[config.mk]
export PLATFORM = sky130hd
export DESIGN_NAME = data_mem_arbiter
export DESIGN_NICKNAME = d
export VERILOG_FILES = /design/src/rtl/data_mem_arbiter.sv
export SDC_FILE = /design/constraint.sdc
export NUM_CORES = 1
export LEC_CHECK = 0
export CAP_MARGIN = 20
export CORE_MARGIN = 5
export CORE_UTILIZATION = 42
export DETAILED_ROUTE_END_ITERATION = 7
export PLACE_DENSITY = 0.81
export SYNTH_ARGS = -nofsm -noshare
export SYNTH_HDL_FRONTEND = slang
export SYNTH_SLANG_ARGS = --single-unit
export TNS_END_PERCENT = 10
[constraint.sdc]
create_clock -name clk -period 2.1 [get_ports clk]
set_clock_uncertainty 0.05 [all_clocks]
set_input_delay 0.315 -clock clk [delete_from_list [all_inputs] [get_ports clk]]
set_output_delay 0.315 -clock clk [all_outputs]
set_load 0.01 [all_outputs]
[src/rtl/data_mem_arbiter.sv]
// data_mem_arbiter: two-port (CPU/DMA) arbiter onto a single-port data memory, 3-state IDLE/ACCESS/ACK FSM.
// Define DATA_MEM_ARB_FIXED_PRIO_EN for fixed port-0 priority instead of round-robin.
module data_mem_arbiter #(
  parameter int ADDR_W = 10,
  parameter int DATA_W = 32
) (
  input  logic              clk,
  input  logic              reset_n,
  input  logic              req0,
  input  logic              req1,
  input  logic              we0,
  input  logic              we1,
  input  logic [ADDR_W-1:0] addr0,
  input  logic [ADDR_W-1:0] addr1,
  input  logic [DATA_W-1:0] wdata0,
  input  logic [DATA_W-1:0] wdata1,
  output logic              ack0,
  output logic              ack1,
  output logic [DATA_W-1:0] rdata0,
  output logic [DATA_W-1:0] rdata1,
  output logic [ADDR_W-1:0] mem_addr,
  output logic [DATA_W-1:0] mem_din,
  output logic              mem_wen,
  output logic              mem_ren,
  input  logic [DATA_W-1:0] mem_dout,
  output logic              busy
);
  typedef enum logic [1:0] {IDLE, ACCESS, ACK} state_t;
  state_t state, state_nx;
  logic gnt, gnt_nx, elig0, elig1, l_we;
  logic [ADDR_W-1:0] l_addr;
  logic [DATA_W-1:0] l_wdata;
`ifndef DATA_MEM_ARB_FIXED_PRIO_EN
  logic last_grant;
`endif
  // the port being acked cannot re-issue in its own ack cycle
  always_comb begin
    elig0 = req0 && (state == IDLE || (state == ACK && gnt));
    elig1 = req1 && (state == IDLE || (state == ACK && !gnt));
`ifdef DATA_MEM_ARB_FIXED_PRIO_EN
    gnt_nx = !elig0;
`else
    gnt_nx = (elig0 && elig1) ? !last_grant : !elig0;
`endif
    state_nx = (state == ACCESS) ? ACK : (elig0 || elig1) ? ACCESS : IDLE;
  end
  always_ff @(posedge clk or negedge reset_n)
    if (!reset_n) begin
      state <= IDLE;
      gnt <= 1'b0;
      l_we <= 1'b0;
      l_addr <= '0;
      l_wdata <= '0;
      rdata0 <= '0;
      rdata1 <= '0;
    end else begin
      state <= state_nx;
      if (elig0 || elig1) begin
        gnt <= gnt_nx;
        l_we <= gnt_nx ? we1 : we0;
        l_addr <= gnt_nx ? addr1 : addr0;
        l_wdata <= gnt_nx ? wdata1 : wdata0;
      end
      if (state == ACCESS && !l_we && !gnt) rdata0 <= mem_dout;
      if (state == ACCESS && !l_we && gnt) rdata1 <= mem_dout;
    end
`ifndef DATA_MEM_ARB_FIXED_PRIO_EN
  always_ff @(posedge clk or negedge reset_n)
    if (!reset_n) last_grant <= 1'b1;
    else if (elig0 || elig1) last_grant <= gnt_nx;
`endif
  assign mem_addr = (state == ACCESS) ? l_addr : '0;
  assign mem_din = (state == ACCESS) ? l_wdata : '0;
  assign mem_wen = (state == ACCESS) && l_we;
  assign mem_ren = (state == ACCESS) && !l_we;
  assign ack0 = (state == ACK) && !gnt;
  assign ack1 = (state == ACK) && gnt;
  assign busy = state != IDLE;
endmodule

==> metrics <==
final max-slew violation count 0; most common cell after layout, fill and taps aside clkdlybuf4s50_1; cells after synthesis 446; first-pass GRT wire length 24900 um; mux contribution to synthesized area 14.5%; Reg clk slew, reported paths 80 ps; IO Count 233; period utilisation layout 95.5%; Slew @ Worst Pin 359 ps; Peak Freq 0.498 GHz; routability cong. 0.868; ys async rst share 100%; overall die area 0.0144 mm2; Peak VDD IR 0.000538 V; Routed Antenna Nets 0; setup TNS 0 ps; Setup CP Type register to primary output; Synth Area in Compound Gates 15.2%; vias in the first global route 4800; Slew Limit Headroom 76.0%; DP HPWL 11500 um; area share of the largest cell type after synthesis 54.2%; antenna violations before repair 0; leakage 3.51 nW; via count 4437; minimum clock period 2010 ps; Total GRT Usage 21.5%; synth top area cells dfrtp_1 54%, mux2_2 14%, a221o_1 8.5%, o22ai_1 5.3%, inv_1 3.5%; wirelength, routed 15300 um; number of CTS-inserted buffers 9; Die X 120 um; CTS tree built; clk buf depth 2; # H-tree levels 3; failing checks DRC; Initial Util 42.7%; core area 0.0119 mm2; Vias/cell 5.38; share of layout cells above drive strength 1 15.4%; Clock Sinks 111; post-synthesis cell area 0.00508 mm2; Synth Flop Type dfrtp_1; MaxCap Viol Count 0; worst setup margin 93.8 ps; sequential area share after synthesis 54.7%; # nets final 794; dpl cells 807; area leader, netlist dfrtp_1; pwr dens 1500 mW/mm2; worst skew pair latency 330 ps; RSZ-0062 raised after global routing false; final std cells w/o fill 824; Worst R2R Setup Slack 240 ps; Fin. Hold Viols 0; Detailed Routing Iterations Pass 1 8; Synthesis Warnings 0; final setup fails 0; DRT iter0 DRCs 424; Port Buffers 232; DR WL/cell 18.5 um; Critical Path Source Type register; Area Growth Syn to Fin 54.2%; Min-Delay Path Class input port to async pin; largest net degree at the start of global routing 56; Yosys cell types 26; grt ovf 0; Critical Path Fanout Max 35; final hold slack 297 ps; Synth Area in Adders 0%; Synth Area in XOR/XNOR 0%; crit end category primary output; pre-CTS setup slack 170 ps; Syn Area/Cell 11.4 um2; Post-synth EDFFs 0; Root Buffer clkbuf_16; Syn Nets 568; status complete, but fails checks; Synth Area in Simple Gates 7.76%; n_diodes 0; row count 40; synthesized flop and latch total 111; main combinational cell family by area after synthesis compound AO/OA/AOI/OAI gates; # DRC 1; Worst EP required 1740 ps; Die Span Y 120 um; most frequent cells in the layout 186 x clkdlybuf4s50_1, 109 x dfrtp_1, 61 x mux2_2; critical path arrival 1640 ps; Power Total 11.8 mW
synthesized netlist by cell type, types with 2 or more instances:
cell type  number
a221o_1        43
buf_1           3
buf_2          10
buf_4           3
buf_6           9
clkbuf_1        9
dfrtp_1       110
inv_1          47
mux2_1          3
mux2_2         61
nand2_1        44
nand2b_1        2
nor2_1         44
nor3_1          2
nor3_4          2
o21bai_1        2
o22ai_1        43
kinds of logic (layout without fill, tap and decap cells):
logic type / Yosys count / in the layout
AO/OA/AOI/OAI: 93 / 93
flip-flops: 111 / 111
buffers and inverters: 82 / 313
multiplexers: 65 / 65
AND/OR/NAND/NOR: 95 / 95
what timing repair did:
item	4_1_cts	5_1_grt
hold buffers	1	0
setup buffers	0	0
gates resized for setup	44	2
setup endpoints to repair	44	2
hold endpoints to repair	10	0
final timing paths:
path | startpoint | end | cells after the start
setup / recovery | state[1] | mem_din[0] | 4
hold / removal | reset_n | rdata1[29] | 2
setup reg to reg | state[1] | l_addr[3] | 5
hold reg to reg | rdata1[30] | rdata1[30] | 1
max in group asynchronous | reset_n | last_grant | 3
min in group clk | rdata1[30] | rdata1[30] | 1
layout make-up:
class	count	area, um2
multi-input combinational	253	1910
sequential	111	2780
clock inverter	5	47.5
inverter	48	180
fill	911	4080
timing repair buffer	249	2480
tap	147	184
clock buffer	11	253
through the flow:
| step | utilization (%) | cell area (um2) |
|---|---|---|
| global placement | 63.6 | 7580 |
| floorplan | - | 5080 |
| global route | 65.8 | 7840 |
| finish | 65.8 | 7840 |
| detailed placement | 63.6 | 7580 |
| CTS | 65.7 | 7830 |
registers in the layout, indices dropped and copies added (netlist names):
name / count
rdata1: 32
state: 2
l_wdata: 32
gnt: 1
l_addr: 10
last_grant: 1
l_we: 1
rdata0: 32
power by group:
group	switching, mW	leakage [nW]	internal (mW)	total (mW)
Clock	0.809	0.146	0.895	1.70
Combinational	2.84	2.03	3.35	6.19
Sequential	0.629	1.33	3.25	3.88
critical path: stages (launching register included):
cell and delay [ps]:
dfrtp_1 400, nand2b_2 220, buf_12 180, nor2_1 190
dlygate4sd2_1 300
metal layers:
metal / wire length (um) / global-route usage [%]
met2: 7340 / 35.2
met4: 396 / 8.80
met3: 1130 / 4.48
met1: 6390 / 27.7
met5: 0 / 0
(Power assumes the default switching activity.)
